File: config.mk
export PLATFORM = sky130hd
export DESIGN_NAME = pipeline_hazard_controller
export DESIGN_NICKNAME = d
export VERILOG_FILES = /design/src/rtl/hazard_pkg.sv /design/src/rtl/mc_latency_counter.sv /design/src/rtl/pipeline_hazard_controller.sv
export SDC_FILE = /design/constraint.sdc
export NUM_CORES = 1
export LEC_CHECK = 0
export CAP_MARGIN = 20
export CORE_AREA = 8 8 45 47
export CTS_CLUSTER_SIZE = 12
export DETAILED_ROUTE_END_ITERATION = 12
export DIE_AREA = 0 0 53 55
export GPL_TIMING_DRIVEN = 0
export PLACE_DENSITY = 0.73
export REMOVE_ABC_BUFFERS = 1
export SLEW_MARGIN = 20
export SYNTH_ARGS = -nofsm -noshare
export SYNTH_HDL_FRONTEND = slang
export SYNTH_SLANG_ARGS = --single-unit
File: constraint.sdc
create_clock -name clk -period 3.06 [get_ports clk]
set_input_delay 0.306 -clock clk [delete_from_list [all_inputs] [get_ports clk]]
set_output_delay 0.306 -clock clk [all_outputs]
set_load 0.005 [all_outputs]
File: src/rtl/hazard_pkg.sv
// Shared types and helpers for the pipeline hazard controller.
//   hz_state_t    : controller FSM states
//   REG_X0        : architectural zero register index (never a real producer)
//   hz_load_use() : load-use hazard detection between ID and EX
package hazard_pkg;

    typedef enum logic {HZ_RUN, HZ_MC_WAIT} hz_state_t;

    localparam int unsigned REG_X0 = 0;

    // Register addresses are passed zero-extended to 32 bits so one function
    // serves any REG_ADDR_W up to 32.
    function automatic logic hz_load_use(
        input logic        ex_mem_read,
        input logic [31:0] ex_rd,
        input logic [31:0] id_rs1,
        input logic [31:0] id_rs2,
        input logic        id_uses_rs1,
        input logic        id_uses_rs2
    );
        return ex_mem_read && (ex_rd != REG_X0) &&
               ((id_uses_rs1 && (id_rs1 == ex_rd)) || (id_uses_rs2 && (id_rs2 == ex_rd)));
    endfunction

endpackage

File: src/rtl/mc_latency_counter.sv
// Loadable down-counter tracking the remaining cycles of a multicycle EX op.
// Ports:
//   clk, reset : clock and asynchronous active-high reset
//   load       : load load_val (has priority over dec)
//   load_val   : value to load
//   dec        : decrement by one (stops at zero)
//   zero       : count is zero
module mc_latency_counter #(
    parameter int unsigned CNT_W = 2
) (
    input  logic             clk,
    input  logic             reset,
    input  logic             load,
    input  logic [CNT_W-1:0] load_val,
    input  logic             dec,
    output logic             zero
);

    logic [CNT_W-1:0] cnt_d, cnt_q;

    always_comb begin
        cnt_d = cnt_q;
        if (load) begin
            cnt_d = load_val;
        end else if (dec && (cnt_q != '0)) begin
            cnt_d = cnt_q - 1'b1;
        end
    end

    always_ff @(posedge clk or posedge reset) begin
        if (reset) begin
            cnt_q <= '0;
        end else begin
            cnt_q <= cnt_d;
        end
    end

    assign zero = (cnt_q == '0);

endmodule

File: src/rtl/pipeline_hazard_controller.sv
// Central stall/flush sequencer for the 5-stage pipeline. Produces the hold and
// clear controls for the PC, IF/ID, ID/EX and EX/MEM registers, resolving
// load-use hazards, taken branches from EX and multicycle EX operations.
// Outputs are Mealy (same-cycle) and forced to 0 while reset is asserted.
// Ports:
//   clk, reset                    : clock, asynchronous active-high reset
//   id_rs1/id_rs2/id_uses_rs1/2   : source operands of the ID instruction
//   ex_rd, ex_mem_read            : destination / load flag of the EX instruction
//   ex_mc_start                   : multicycle op sitting in EX (level)
//   ex_branch_taken               : taken branch/jump resolved in EX
//   pc_hold, if_id_hold, id_ex_hold : register holds (1 = hold)
//   if_id_clear, id_ex_clear, ex_mem_clear : bubble insertion
//   mc_busy, mc_done              : multicycle status
// Optional feature macro HAZARD_PERF_EN adds saturating counters
//   perf_stall_cycles, perf_flushes, perf_mc_ops (PERF_W bits each).
module pipeline_hazard_controller
    import hazard_pkg::*;
#(
    parameter int REG_ADDR_W = 5,
    parameter int MC_LATENCY = 4,
    parameter int PERF_W     = 32
) (
    input  logic                  clk,
    input  logic                  reset,
    input  logic [REG_ADDR_W-1:0] id_rs1,
    input  logic [REG_ADDR_W-1:0] id_rs2,
    input  logic                  id_uses_rs1,
    input  logic                  id_uses_rs2,
    input  logic [REG_ADDR_W-1:0] ex_rd,
    input  logic                  ex_mem_read,
    input  logic                  ex_mc_start,
    input  logic                  ex_branch_taken,
    output logic                  pc_hold,
    output logic                  if_id_hold,
    output logic                  id_ex_hold,
    output logic                  if_id_clear,
    output logic                  id_ex_clear,
    output logic                  ex_mem_clear,
    output logic                  mc_busy,
    output logic                  mc_done
`ifdef HAZARD_PERF_EN
    ,
    output logic [PERF_W-1:0]     perf_stall_cycles,
    output logic [PERF_W-1:0]     perf_flushes,
    output logic [PERF_W-1:0]     perf_mc_ops
`endif
);

    // Counter holds the cycles remaining after the first, so MC_LATENCY-2 at most.
    localparam int CNT_W   = (MC_LATENCY > 2) ? $clog2(MC_LATENCY - 1) : 1;
    localparam int MC_LOAD = (MC_LATENCY > 1) ? (MC_LATENCY - 2) : 0;

    if (MC_LATENCY < 1 || MC_LATENCY > 16 || PERF_W < 1 || REG_ADDR_W > 32) begin : g_bad_cfg
        $error("pipeline_hazard_controller: illegal parameter configuration");
    end

    hz_state_t state_d, state_q;
    logic      lu;
    logic      mc_load, mc_dec, mc_zero;
    logic      pc_hold_c, if_id_hold_c, id_ex_hold_c;
    logic      if_id_clear_c, id_ex_clear_c, ex_mem_clear_c;
    logic      mc_busy_c, mc_done_c, flush_c;

    assign lu = hz_load_use(ex_mem_read, 32'(ex_rd), 32'(id_rs1), 32'(id_rs2),
                            id_uses_rs1, id_uses_rs2);

    mc_latency_counter #(
        .CNT_W (CNT_W)
    ) u_mc_cnt (
        .clk      (clk),
        .reset    (reset),
        .load     (mc_load),
        .load_val (CNT_W'(MC_LOAD)),
        .dec      (mc_dec),
        .zero     (mc_zero)
    );

    always_comb begin
        state_d        = state_q;
        mc_load        = 1'b0;
        mc_dec         = 1'b0;
        pc_hold_c      = 1'b0;
        if_id_hold_c   = 1'b0;
        id_ex_hold_c   = 1'b0;
        if_id_clear_c  = 1'b0;
        id_ex_clear_c  = 1'b0;
        ex_mem_clear_c = 1'b0;
        mc_busy_c      = 1'b0;
        mc_done_c      = 1'b0;
        flush_c        = 1'b0;
        case (state_q)
            HZ_RUN: begin
                if (ex_branch_taken) begin
                    if_id_clear_c = 1'b1;
                    id_ex_clear_c = 1'b1;
                    flush_c       = 1'b1;
                end else if (ex_mc_start) begin
                    if (MC_LATENCY > 1) begin
                        pc_hold_c      = 1'b1;
                        if_id_hold_c   = 1'b1;
                        id_ex_hold_c   = 1'b1;
                        ex_mem_clear_c = 1'b1;
                        mc_busy_c      = 1'b1;
                        mc_load        = 1'b1;
                        state_d        = HZ_MC_WAIT;
                    end else begin
                        // Single-cycle "multicycle" op behaves like any other instruction.
                        mc_done_c = 1'b1;
                    end
                end else if (lu) begin
                    pc_hold_c     = 1'b1;
                    if_id_hold_c  = 1'b1;
                    id_ex_clear_c = 1'b1;
                end
            end
            HZ_MC_WAIT: begin
                pc_hold_c    = 1'b1;
                if_id_hold_c = 1'b1;
                id_ex_hold_c = 1'b1;
                mc_busy_c    = 1'b1;
                if (!mc_zero) begin
                    ex_mem_clear_c = 1'b1;
                    mc_dec         = 1'b1;
                end else begin
                    // Final cycle: EX/MEM is allowed to capture the result.
                    mc_done_c = 1'b1;
                    state_d   = HZ_RUN;
                end
            end
            default: state_d = HZ_RUN;
        endcase
    end

    always_ff @(posedge clk or posedge reset) begin
        if (reset) begin
            state_q <= HZ_RUN;
        end else begin
            state_q <= state_d;
        end
    end

    assign pc_hold      = pc_hold_c      & ~reset;
    assign if_id_hold   = if_id_hold_c   & ~reset;
    assign id_ex_hold   = id_ex_hold_c   & ~reset;
    assign if_id_clear  = if_id_clear_c  & ~reset;
    assign id_ex_clear  = id_ex_clear_c  & ~reset;
    assign ex_mem_clear = ex_mem_clear_c & ~reset;
    assign mc_busy      = mc_busy_c      & ~reset;
    assign mc_done      = mc_done_c      & ~reset;

`ifdef HAZARD_PERF_EN
    logic [PERF_W-1:0] stall_d, stall_q, flush_d, flush_q, mcops_d, mcops_q;

    always_comb begin
        stall_d = stall_q;
        flush_d = flush_q;
        mcops_d = mcops_q;
        if (pc_hold_c && (stall_q != '1)) stall_d = stall_q + 1'b1;
        if (flush_c   && (flush_q != '1)) flush_d = flush_q + 1'b1;
        if (mc_done_c && (mcops_q != '1)) mcops_d = mcops_q + 1'b1;
    end

    always_ff @(posedge clk or posedge reset) begin
        if (reset) begin
            stall_q <= '0;
            flush_q <= '0;
            mcops_q <= '0;
        end else begin
            stall_q <= stall_d;
            flush_q <= flush_d;
            mcops_q <= mcops_d;
        end
    end

    assign perf_stall_cycles = stall_q;
    assign perf_flushes      = flush_q;
    assign perf_mc_ops       = mcops_q;
`else
    logic unused_flush;
    assign unused_flush = flush_c;
`endif

    // A branch and a multicycle op can never both be resolving in EX.
    a_no_branch_with_mc : assert property (@(posedge clk) disable iff (reset)
        !(state_q == HZ_RUN && ex_branch_taken && ex_mc_start));

endmodule

# == After elaboration in Yosys (flattened, before gate mapping) ==
# Index checks and enable logic that the tools add are counted.
# word_totals
ff_bits,3
in_bits,22
output_inout_bits,8
# classes
n_addsub,1
eq_ne,2
muxes,20
bitwise,8
n_reduce_logical,10
# ops
op,n
$mux W1,14
$eq A5 B5 Y1,2
$pmux W1 S2,4
$and A1 B1 Y1,6
$logic_and A1 B1 Y1,5
$reduce_bool A5 Y1,1
$mux W2,2
$reduce_bool A2 Y1,2
$logic_not A2 Y1,1
$not A1 Y1,2
$sub A2 B1 Y2 const B,1
$logic_or A1 B1 Y1,1

# == Longest topological paths before layout ==
# Gate-level depths: netlist of the first run.
# depth
depth_word,9
ltp_mapped,5
depth_no_buf,5

# == Hierarchy ==
# Synthesis of the first run repeated with hierarchy kept, for this count alone.
# hier_totals
hier_cells,48
area_unflattened_um2,394.1
# modules_own_cells
mod,n_inst,cells_each,area_per_inst_um2,seq_area_each_um2
pipeline_hazard_controller,1,35,259.0,25.0
mc_latency_counter,1,13,135.1,50.0

# == Worst setup path after synthesis of the first run ==
# Ideal clock, no wire load.
# synth_timing
path_kind,input to output
start,in ex_rd[3]
end,out pc_hold
arrival_ns,1.373
required_ns,2.754
path_slack_ns,1.381
cell_stages,5
n_path_buf,1
path_cell_list,xor2_1 -> nor4_2 -> a32oi_1 -> o41ai_2 -> buf_4
# synth_via
elab_chain_len,9
elab_cells_between_ends,13
# synth_rtl
item,line,rtl
start: declaration,pipeline_hazard_controller.sv:29,"input logic [REG_ADDR_W-1:0] ex_rd,"
$eq A5 B5 Y1,hazard_pkg.sv:22,((id_uses_rs1 && (id_rs1 == ex_rd)) || (id_uses_rs2 && (id_rs2 == ex_rd)));
$logic_and A1 B1 Y1,hazard_pkg.sv:22,
$logic_or A1 B1 Y1,hazard_pkg.sv:22,
$logic_and A1 B1 Y1 (*),hazard_pkg.sv:21,return ex_mem_read && (ex_rd != REG_X0) &&
$mux W1 (*) (3 in series),-,
$pmux W1 S2 (*),-,
$and A1 B1 Y1 (*),-,
end: declaration,pipeline_hazard_controller.sv:33,"output logic pc_hold,"
# Mark *: on every way between the ends. The rest lies on a longest branch, timed or not.

# == Final worst setup path of the first run ==
# layout_timing
start,in ex_rd[3]
end,out if_id_hold
# layout_via
elab_chain_len,9
elab_cells_between_ends,13
# layout_rtl
item,line,rtl
$eq A5 B5 Y1,hazard_pkg.sv:22,
$logic_and A1 B1 Y1,hazard_pkg.sv:22,
$logic_or A1 B1 Y1,hazard_pkg.sv:22,
$logic_and A1 B1 Y1 (*),hazard_pkg.sv:21,
$mux W1 (*),pipeline_hazard_controller.sv:110,end else if (lu) begin
$mux W1 (*),pipeline_hazard_controller.sv:97,end else if (ex_mc_start) begin
$mux W1 (*),pipeline_hazard_controller.sv:93,if (ex_branch_taken) begin
$pmux W1 S2 (*),pipeline_hazard_controller.sv:91,case (state_q)
$and A1 B1 Y1 (*),pipeline_hazard_controller.sv:143,assign if_id_hold = if_id_hold_c & ~reset;
end: declaration,pipeline_hazard_controller.sv:34,"output logic if_id_hold,"
# Marks and branches as above.

==> impl_metrics.py, run 1 <==
metrics = {
    "status": {
        "status": "completed",
    },
    "layout": {
        "finish.utilization": 0.489,
        "nets": 95,
        "num_antenna_cells": 0,
        "fin_cells": 87,
        "drive_above_1_share": 0.0845,
        "syn_to_final_growth_pct": 90.5,
    },
    "route": {
        "detail-route-antenna-nets": 0,
        "drt-pass1-iter-count": 4,
        "wirelength_mm": 1.11,
        "drt_iter0_drc": 4,
        "routedWlPerCell_microns": 12.7,
        "routed_via_density": 4.43,
        "vias": 385,
        "drc_errors": 0,
    },
    "cts": {
        "cts_tree": "yes",
        "clockBufferDepth": 2,
        "cts_repair_resize_count": 0,
        "cts_hold_buf": 0,
        "h-tree-depth": 1,
        "cts.clk_slew.worst_paths_ps": 30,
        "post-cts-setup-buffers": 0,
        "numCtsBuffers": 3,
        "cts-root-buf": "clkbuf_4",
        "cts_sinks": 3,
        "insertion_delay_ps": 220,
    },
    "setup_path": {
        "worstSetupPathType": "input pin to output pin",
        "crit_fanout": 3,
        "critPathCaptureType": "output pin",
        "required_ps": 2750,
        "startpoint_type": "input pin",
        "cp.arrival_ps": 2310,
    },
    "place": {
        "dp_cells": 83,
        "place_congestion": 0.709,
        "portBuffers": 29,
        "post-dp-hpwl_mm": 1.04,
    },
    "power_and_ir_drop": {
        "ir_drop_uv": 390,
        "p_per_area_mw_per_mm2": 474,
        "p_leak_nw": 0.282,
    },
    "sta": {
        "worst_pin_slew_ps": 321,
        "max_slew_margin": 0.783,
        "finalHoldViolations": 0,
        "fmax_mhz": 383,
        "slew_violations": 0,
        "worst_clock_skew_ps": 0.830,
        "timing.final.crit_share": 0.854,
        "tns_ps": 0,
        "min_period_ps": 2610,
        "setup_viol": 0,
        "rsz0062_at_grt": "no",
    },
    "grt": {
        "grt_max_degree": 8,
        "grtUsageTotal": 0.0826,
        "grt_overflow": 0,
        "antenna_found_initial": 0,
        "first_global_vias": 457,
        "grt_pass1_wl_mm": 1.87,
    },
    "floorplan": {
        "row_count": 14,
        "io_pins": 30,
        "initial_core_util": 0.257,
        "die_w_microns": 53,
        "core_sq_mm": 0.00138,
        "die_y_microns": 55,
        "dieArea_sq_mm": 0.00292,
    },
    "synthesis": {
        "yosys_warnings": 0,
        "synth_cells": 40,
        "netlist_area_sq_um": 355,
        "ys_seq_area_frac": 0.211,
        "synth_cell_types": 22,
        "syn_avg_cell_area_sq_um": 8.88,
        "synth-seq-cells": 3,
    },
    "flow_run": {
        "maxCapViolations": 0,
    },
    "worst_hold_path": {
        "hold_path.class": "input pin to async pin",
    },
}
## synth_stat cells
cell	number	share of area
a21oi_1	1	0.014
a32oi_1	1	0.025
and2_0	1	0.018
and3_1	1	0.018
buf_4	2	0.042
dfrtp_1	3	0.21
ha_1	1	0.035
inv_1	5	0.053
mux2i_1	1	0.028
nand2_1	1	0.011
nand2b_1	3	0.053
nor3b_1	1	0.021
nor4_1	1	0.018
nor4_2	1	0.035
o21ai_0	1	0.014
o21ai_2	1	0.025
o21bai_1	1	0.021
o22a_1	1	0.025
o41ai_2	1	0.046
or4_1	2	0.042
xnor2_1	2	0.049
xor2_1	8	0.20
## area by class of cell
cell class | count | area, sq um
Multi-Input combinational cell | 30 | 246
Inverter | 5 | 18.8
Clock buffer | 4 | 26.3
Tap cell | 16 | 20.0
Timing Repair Buffer | 29 | 290
Sequential cell | 3 | 75.1
Fill cell | 142 | 707
## final timing paths
check	startpoint	slack, ps	end	cells past startpoint
setup / recovery	ex_rd[3]	450	if_id_hold	6
hold / removal	reset	380	state_q	2
setup reg to reg	u_mc_cnt.cnt_q[0]	1800	u_mc_cnt.cnt_q[1]	5
hold reg to reg	u_mc_cnt.cnt_q[0]	470	u_mc_cnt.cnt_q[0]	1
max in group asynchronous	reset	2530	u_mc_cnt.cnt_q[1]	2
min in group clk	u_mc_cnt.cnt_q[0]	470	u_mc_cnt.cnt_q[0]	1
## metrics by stage
stage	cell area (sq um)	total power, mW	hold WS [ps]	worst slack (ps)
final	677	0.321	381	446
after global routing	677	0.356	409	281
after CTS	677	0.327	375	403
after detailed placement	651	0.259	477	404
after global placement	651	0.253	465	382
after floorplan	340	0.164	72.9	1510
## critical path, cell delays in order
cell and delay [ps]:
clkdlybuf4s50_1 470, xor2_1 190, nor4_2 270, a32oi_1 170, o41ai_2 330, clkdlybuf4s50_1 560
## cells by family after synthesis
group           share of synthesized area
simple gates                        0.215
xor+xnor                            0.246
compound gates                      0.169
buf+inv                            0.0951
flops                               0.211
mux                                0.0282
fa+ha+maj                          0.0352
## registers in the layout, indices dropped and copies added (netlist names)
| register | count |
|---|---|
| u_mc_cnt.cnt_q | 2 |
| state_q | 1 |
## power by group
part / internal, mW / switching [mW]
registers: 0.0609 / 0.0171
clock network: 0.0486 / 0.0166
logic: 0.108 / 0.0692
total: 0.218 / 0.103
## placed cells by master (no fill, tap or decap)
| cell | n |
|---|---|
| clkbuf_1 | 1 |
| o21ai_2 | 1 |
| o41ai_2 | 1 |
| and3_1 | 1 |
| inv_1 | 5 |
| a32oi_1 | 1 |
| dfrtp_1 | 3 |
| clkdlybuf4s50_1 | 29 |
| xor2_1 | 8 |
| o21ai_0 | 1 |
| o21bai_1 | 1 |
| nand2_1 | 1 |
| or4_1 | 2 |
| a21oi_1 | 1 |
| o22a_1 | 1 |
| nor3b_1 | 1 |
| nor4_1 | 1 |
| mux2i_1 | 1 |
| nor4_2 | 1 |
| xnor2_1 | 2 |
| nand2b_1 | 3 |
| ha_1 | 1 |
| clkbuf_4 | 3 |
| and2_0 | 1 |
## layer usage
metal | part of all wire | track usage
met1 | 0.35 | 0.0824
met2 | 0.59 | 0.156
met3 | 0.059 | 0.0294
met4 | 0 | 0.0259
met5 | 0 | 0
Power figures use the tool's default switching activity.
==> run 2, diff against run 1 <==
- CORE_AREA: 8 8 45 47 -> 3 3 40 42
- DIE_AREA: 0 0 53 55 -> 0 0 43 45
- GPL_ROUTABILITY_DRIVEN: unset -> 0
==> impl_metrics.py, run 2 (synthesis results as in run 1) <==
metrics = {
    "status": {
        "status": "completed",
    },
    "sta": {
        "max_slew_margin": 0.784,
        "setup_viol": 0,
        "rsz0062_at_grt": "no",
        "min_period_ps": 2650,
        "finalHoldViolations": 0,
        "tns_ps": 0,
        "worst_pin_slew_ps": 320,
        "whs_ps": 360,
        "fmax_mhz": 377,
        "timing.final.crit_share": 0.867,
        "worst_clock_skew_ps": 1.12,
        "slew_violations": 0,
    },
    "worst_hold_path": {
        "hold_path.class": "input pin to async pin",
    },
    "floorplan": {
        "die_y_microns": 45,
        "core_sq_mm": 0.00128,
        "die_w_microns": 43,
        "initial_core_util": 0.277,
        "dieArea_sq_mm": 0.00194,
        "io_pins": 30,
        "row_count": 13,
    },
    "setup_path": {
        "crit_start": "ex_rd[3]",
        "worstPathCellList": "clkdlybuf4s50_1, xor2_1, nor4_2, a32oi_1, o41ai_2, clkdlybuf4s50_1",
        "cp.arrival_ps": 2350,
        "critPathCaptureType": "output pin",
        "cp_num_cells": 6,
        "startpoint_type": "input pin",
        "crit_fanout": 3,
        "worstSetupPathType": "input pin to output pin",
        "required_ps": 2750,
        "critPathBufInv": 2,
        "r2r_cells": 5,
        "cp_common_cell": "clkdlybuf4s50_1",
        "rr_startpoint": "u_mc_cnt.cnt_q[0]",
        "critPathSlowestCell": "clkdlybuf4s50_1",
        "critPathMaxStageDelay_ps": 570,
        "crit_family": "buffers and inverters",
    },
    "cts": {
        "cts_sinks": 3,
        "cts-root-buf": "clkbuf_4",
        "clockBufferDepth": 2,
        "cts_hold_buf": 0,
        "numCtsBuffers": 3,
        "insertion_delay_ps": 230,
        "h-tree-depth": 1,
        "post-cts-setup-buffers": 0,
        "cts_repair_resize_count": 0,
        "cts_tree": "yes",
        "cts.clk_slew.worst_paths_ps": 40,
    },
    "place": {
        "dp_cells": 82,
        "dpl_cell_area_sq_um": 649,
        "post-dp-hpwl_microns": 843,
        "portBuffers": 29,
    },
    "power_and_ir_drop": {
        "p_leak_nw": 0.282,
        "p_per_area_mw_per_mm2": 476,
        "finalPower_mw": 0.322,
        "ir_drop_uv": 282,
    },
    "grt": {
        "first_global_vias": 374,
        "grtUsageTotal": 0.109,
        "grt_overflow": 0,
        "grt_pass1_wl_mm": 1.52,
        "antenna_found_initial": 0,
        "grt_max_degree": 8,
    },
    "layout": {
        "layout_common_cells": "clkdlybuf4s50_1 (29), xor2_1 (8), inv_1 (5)",
        "design_area_sq_um": 676,
        "largest_register_ffs": 2,
        "syn_to_final_growth_pct": 90.1,
        "reg.largest.list": "u_mc_cnt.cnt_q x2, state_q x1",
        "drive_above_1_share": 0.0845,
        "nets": 95,
        "top_register": "u_mc_cnt.cnt_q",
        "num_antenna_cells": 0,
        "fin_cells": 86,
        "final_common_cell": "clkdlybuf4s50_1",
    },
    "route": {
        "routedWlPerCell_microns": 11.0,
        "wirelength_microns": 945,
        "routed_via_density": 4.33,
        "detail-route-antenna-nets": 0,
        "drt_iter0_drc": 3,
        "vias": 372,
        "drc_errors": 0,
        "drt-pass1-iter-count": 4,
    },
    "flow_run": {
        "maxCapViolations": 0,
    },
}
run 2: final timing paths:
path	end	slack, ps
worst max register to register	u_mc_cnt.cnt_q[1]	1830
worst min register to register	u_mc_cnt.cnt_q[0]	470
worst min-delay path	u_mc_cnt.cnt_q[1]	360
worst max-delay path	pc_hold	410
min in group clk	u_mc_cnt.cnt_q[0]	470
max in group asynchronous	state_q	2550
run 2: through the flow:
step	util	worst slack, ps
after floorplan	-	1510
after CTS	0.526	370
after detailed placement	0.505	372
after global routing	0.526	213
after global placement	0.505	369
final	0.526	408
run 2: layout make-up:
cell class              instances  area (sq um)
fillers                       135           609
repair buffers                 29           290
multi-input cells              30           246
flip-flops and latches          3          75.1
clock buffers                   4          26.3
inverters                       5          18.8
well taps                      15          18.8
run 2: routing by layer:
| metal | routed length (microns) | track usage |
|---|---|---|
| met1 | 413 | 0.129 |
| met2 | 500 | 0.174 |
| met3 | 32 | 0.0398 |
| met4 | 0 | 0.0542 |
| met5 | 0 | 0 |
run 2: power breakdown:
part	internal (mW)	total, mW	leakage [nW]	switching [mW]
Clock	0.0488	0.0689	0.0150	0.0201
Combinational	0.108	0.175	0.233	0.0665
Sequential	0.0609	0.0783	0.0346	0.0174
Total	0.218	0.322	0.282	0.104
run 2: worst register-to-register path, delay by kind of cell (launching register included):
kind,cells,cell delay [ps]
buffers and inverters,1,70
and+or+nand+nor,1,150
DFF,1,380
adders and majority gates,1,170
AOI/OAI and AO/OA,2,360
